[src/rtl/lockin_demod.sv]
// Dual-phase lock-in demodulator: multiplies ADC samples by the DDS sin/cos references,
// integrates both products over a 2^n boxcar window and dumps the window averages as I/Q.
module lockin_demod #(
  parameter int unsigned DATA_W    = 16,
  parameter int unsigned MAX_LOG2N = 20
) (
  input  logic                       clk,
  input  logic                       rst,
  input  logic                       en,
  input  logic [4:0]                 n_log2,
  input  logic                       in_valid,
  input  logic signed [DATA_W-1:0]   adc_in,
  input  logic signed [DATA_W-1:0]   sin_in,
  input  logic signed [DATA_W-1:0]   cos_in,
  output logic signed [2*DATA_W-1:0] i_out,
  output logic signed [2*DATA_W-1:0] q_out,
  output logic                       out_valid
);

  localparam int unsigned PROD_W = 2 * DATA_W;
  localparam int unsigned ACC_W  = 2 * DATA_W + MAX_LOG2N;
  localparam int unsigned CNT_W  = MAX_LOG2N + 1;

  typedef enum logic [1:0] {
    IDLE  = 2'd0,
    INTEG = 2'd1,
    DUMP  = 2'd2
  } state_t;

  // S1: input capture
  logic                     v1;
  logic signed [DATA_W-1:0] adc1, sin1, cos1;

  always_ff @(posedge clk or negedge rst) begin
    if (!rst) begin
      v1   <= 1'b0;
      adc1 <= '0;
      sin1 <= '0;
      cos1 <= '0;
    end else begin
      v1   <= in_valid;
      adc1 <= adc_in;
      sin1 <= sin_in;
      cos1 <= cos_in;
    end
  end

  // S2: full-precision products
  logic                     p_valid;
  logic signed [PROD_W-1:0] prod_i, prod_q;

  always_ff @(posedge clk or negedge rst) begin
    if (!rst) begin
      p_valid <= 1'b0;
      prod_i  <= '0;
      prod_q  <= '0;
    end else begin
      p_valid <= v1;
      prod_i  <= PROD_W'(adc1) * PROD_W'(sin1);
      prod_q  <= PROD_W'(adc1) * PROD_W'(cos1);
    end
  end

  // S3: window accumulator and dump control
  state_t                   state, state_d;
  logic signed [ACC_W-1:0]  acc_i, acc_q, acc_i_d, acc_q_d;
  logic [CNT_W-1:0]         count, count_d;
  logic [4:0]               n_lat, n_lat_d;
  logic [4:0]               n_clamp_c;
  logic signed [PROD_W-1:0] i_d, q_d;
  logic                     ov_d;
  logic signed [ACC_W-1:0]  ext_i_c, ext_q_c;

  assign n_clamp_c = (n_log2 > 5'(MAX_LOG2N)) ? 5'(MAX_LOG2N) : n_log2;
  assign ext_i_c   = ACC_W'(prod_i);
  assign ext_q_c   = ACC_W'(prod_q);

  always_ff @(posedge clk or negedge rst) begin
    if (!rst) begin
      state     <= IDLE;
      acc_i     <= '0;
      acc_q     <= '0;
      count     <= '0;
      n_lat     <= '0;
      i_out     <= '0;
      q_out     <= '0;
      out_valid <= 1'b0;
    end else begin
      state     <= state_d;
      acc_i     <= acc_i_d;
      acc_q     <= acc_q_d;
      count     <= count_d;
      n_lat     <= n_lat_d;
      i_out     <= i_d;
      q_out     <= q_d;
      out_valid <= ov_d;
    end
  end

  always_comb begin
    state_d = state;
    acc_i_d = acc_i;
    acc_q_d = acc_q;
    count_d = count;
    n_lat_d = n_lat;
    i_d     = i_out;
    q_d     = q_out;
    ov_d    = 1'b0;
    case (state)
      IDLE: begin
        acc_i_d = '0;
        acc_q_d = '0;
        count_d = '0;
        if (en) begin
          state_d = INTEG;
          n_lat_d = n_clamp_c;
        end
      end
      INTEG: begin
        if (!en) begin
          state_d = IDLE;
          acc_i_d = '0;
          acc_q_d = '0;
          count_d = '0;
        end else if (p_valid) begin
          acc_i_d = acc_i + ext_i_c;
          acc_q_d = acc_q + ext_q_c;
          count_d = count + CNT_W'(1);
          if (count_d == (CNT_W'(1) << n_lat)) state_d = DUMP;
        end
      end
      DUMP: begin
        ov_d    = 1'b1;
        i_d     = PROD_W'(acc_i >>> n_lat);
        q_d     = PROD_W'(acc_q >>> n_lat);
        n_lat_d = n_clamp_c;
        if (!en) begin
          state_d = IDLE;
          acc_i_d = '0;
          acc_q_d = '0;
          count_d = '0;
        end else if (p_valid) begin
          // The sample arriving during the dump opens the next window; a 1-sample window dumps again.
          acc_i_d = ext_i_c;
          acc_q_d = ext_q_c;
          count_d = CNT_W'(1);
          state_d = (n_clamp_c == 5'd0) ? DUMP : INTEG;
        end else begin
          acc_i_d = '0;
          acc_q_d = '0;
          count_d = '0;
          state_d = INTEG;
        end
      end
      default: state_d = IDLE;
    endcase
  end

endmodule
[config.mk]
export PLATFORM = sky130hd
export DESIGN_NAME = lockin_demod
export DESIGN_NICKNAME = d
export VERILOG_FILES = /design/src/rtl/lockin_demod.sv
export SDC_FILE = /design/constraint.sdc
export NUM_CORES = 2
export LEC_CHECK = 0
export BUFFER_PORTS_ARGS = -buffer_cell sky130_fd_sc_hd__buf_2
export CAP_MARGIN = 20
export CORE_MARGIN = 4
export CORE_UTILIZATION = 45
export CTS_BUF_LIST = sky130_fd_sc_hd__clkbuf_16
export CTS_CLUSTER_SIZE = 40
export DETAILED_ROUTE_END_ITERATION = 8
export SYNTH_ARGS = -nofsm -noshare
export SYNTH_HDL_FRONTEND = slang
export SYNTH_SLANG_ARGS = --single-unit
[constraint.sdc]
create_clock -name clk -period 7.9 [get_ports clk]
set_clock_uncertainty 0.15 [all_clocks]
set_input_delay 0.79 -clock clk [delete_from_list [all_inputs] [get_ports clk]]
set_output_delay 0.79 -clock clk [all_outputs]
set_load 0.1 [all_outputs]
==> reports/summary.txt <==
Status: finished, final reports clean
Critical path depth: 22
Reg clk slew, reported paths: 0.07 ns
Fin nets: 5,369
Layout cell share with drive strength beyond 1: 0.0841
Top cell by count, worst path: fa_1
EDFF count, synth: 0
Setup Buffers After CTS: 0
Clock buffer depth: 3
Drc violations: 0
CTS tree: yes
Post-CTS sizing: 0
Setup TNS: 0 ns
Die Wd: 312 um
Post-synthesis compound-gate area fraction: 0.144
Final WL: 108 mm
Sink Count: 311
Largest family of logic cells by synthesized area: adder cells
Synth cell types: 97
Final setup viols: 0
Peak Freq: 0.140 GHz
Hold_buf cts: 0
Worst Tran Pin Value: 1.08 ns
Initial antenna violation count: 1
I/O Buffers: 121
DRT Pass-1 Iters: 6
Pin count of the biggest net entering global routing: 103
Total grt overflow: 0
Vias per Instance: 5.56
Crit-path cells: nand2_1 -> fa_1 -> inv_1 -> fa_1 -> fa_1 -> fa_1 -> fa_1 -> inv_1 -> fa_1 -> inv_1 -> ha_1 -> a211o_1 -> a21oi_2 -> o2111ai_1 -> a221o_1 -> and3_4 -> o22ai_4 -> o211ai_2 -> or4_1 -> a31oi_2 -> o21ai_1 -> xnor2_1
Initial Utilization: 0.453
RSZ-0062 raised after global routing: no
Synth top area cells: fa_1, dfrtp_1, ha_1
Post-route ant nets: 0
Std cell rows: 111
Die area: 0.0971 sq mm
FFs w/ async S/R, synth: 1.00
Global-route usage over all layers: 0.225
Vias: 31,900
Predominant post-synthesis flop cell: dfrtp_1
Post-synthesis mux area share: 0.0727
Max-cap violations: 0
Crit. End Element: register
Largest stage delay on the critical path: 0.78 ns
Root buffer cell: clkbuf_16
Met2 usage: 0.355
Post-Synth XOR/XNOR Area: 0.0386
Most used routing layer: met2
First-pass GRT wire length: 178 mm
Worst path top cell family by delay: adder cells
Drt wl/cell: 18.9 um
Clk_lat worst skew: 0.59 ns
Worst Path Arrival: 7.41 ns
DIE HEIGHT: 312 um
Core Box Area: 0.0915 sq mm
Number of top-level pins: 122
Startpoint class of the critical path: register
Antenna fix cells: 0
H-tree depth: 2
Area of the multi-input gates: 0.0304 sq mm
Sequential fraction of the synthesis area: 0.188
Yosys warns: 0
Synth cell count leaders: inv_1, fa_1, nand2_1, dfrtp_1, a21oi_1
WP buf/inv: 3
CP max FO: 17
# fillers: 8,801
Required time worst endpoint: 8.18 ns
Post-Syn Area per Cell: 9.09 sq um
Critical path class: reg -> reg
Register bit total from synthesis: 311
Hold WS: 0.0354 ns
Final Max Slew Viols: 0
Area growth from synthesis to layout: 6.77%
Met3 Usage GRT: 0.0276
Top-count cell post-synth: inv_1
Synthesized area: 0.0415 sq mm
PnR worst setup slack: 0.779 ns
HP Class: in -> async
Simple logic cell fraction of the synthesized area: 0.142
Routability cong.: 0.928
Post-Place Worst Slack: 0.831 ns
CTS Buf Count: 39
Initial DRC Count: 2,398
Vias in the first global route: 32,300
R2R depth: 22
Register Area: 0.00780 sq mm
Final hold vios: 0
M1 GR Usage: 0.332
Synth top area share: 0.254
Mapped Nets: 5,416
Leading area contributor after synthesis: fa_1
Dpl hpwl: 83.7 mm
Slew headroom: 0.273
Post-Synthesis Cells: 4,562
Final worst path period share: 0.901
Final Critical Period: 7.12 ns
Slowest-stage cell, CP: dfrtp_1
Post-Synth Adder-Cell Area: 0.336
==> flip-flops by register name, indices dropped and copies added, names as in the netlist <==
register,count
p_valid,1
state,2
prod_q,32
adc1,16
prod_i,32
acc_i,52
v1,1
acc_q,52
i_out,32
q_out,32
cos1,16
out_valid,1
n_lat,5
sin1,16
count,21
==> layout make-up <==
| type | count | share of cell area |
|---|---|---|
| clock buffers | 39 | 0.0220 |
| clock inverters | 31 | 0.00700 |
| inverters | 622 | 0.0528 |
| multi-input cells | 3379 | 0.687 |
| flip-flops and latches | 311 | 0.176 |
| well taps | 1186 | 0.0335 |
| repair buffers | 162 | 0.0214 |
==> routing by layer <==
layer	up-vias	wire length [um]
met5	-	0
met1	15900	50900
li1	15100	-
met3	112	5800
met4	0	2620
met2	845	49000
==> final timing paths <==
path / start / endpoint / slack, ns
max reg2reg: adc1[9]$_DFF_PN0_ / prod_i[31]$_DFF_PN0_ / 0.78
min in group clk: in_valid / v1$_DFF_PN0_ / 0.15
min: rst / acc_i[48]$_DFFE_PN0P_ / 0.04
max: adc1[9]$_DFF_PN0_ / prod_i[31]$_DFF_PN0_ / 0.78
max in group asynchronous: rst / prod_q[20]$_DFF_PN0_ / 6.09
min reg2reg: v1$_DFF_PN0_ / p_valid$_DFF_PN0_ / 0.21
==> logic make-up (layout without fill, tap and decap cells) <==
logic type	after synthesis	after routing
AND/OR/NAND/NOR	1254	1254
AO/OA/AOI/OAI	949	949
buffers and inverters	872	854
adder cells (fa/ha/maj)	797	797
flip-flops	311	311
multiplexers	196	196
XOR/XNOR	183	183
==> layout by cell type (no fill, tap or decap), types with 32 or more instances in the layout <==
cell type,n
o21ai_1,32
dfrtp_1,306
mux2_2,41
fa_1,526
o21ai_0,223
and2_1,261
buf_4,39
mux2i_1,73
nand2_1,519
ha_1,270
nand3_1,53
buf_2,120
a211oi_1,33
a21oi_1,282
nor2_1,234
xor2_1,61
inv_1,622
xnor2_1,122
clkbuf_16,39
a22oi_1,59
mux4_2,80
a21o_1,81
nor3_1,46
==> through the flow <==
stage	utilization	instance area (sq um)	cells
CTS	0.484	44300	5729
detailed placement	0.470	43000	5659
finish	0.484	44300	5730
floorplan	-	41500	4562
global placement	0.470	43000	5659
global route	0.484	44300	5730
Power is not shown: default switching activity piles up to over one toggle a cycle in this logic, so the estimate is an artifact.
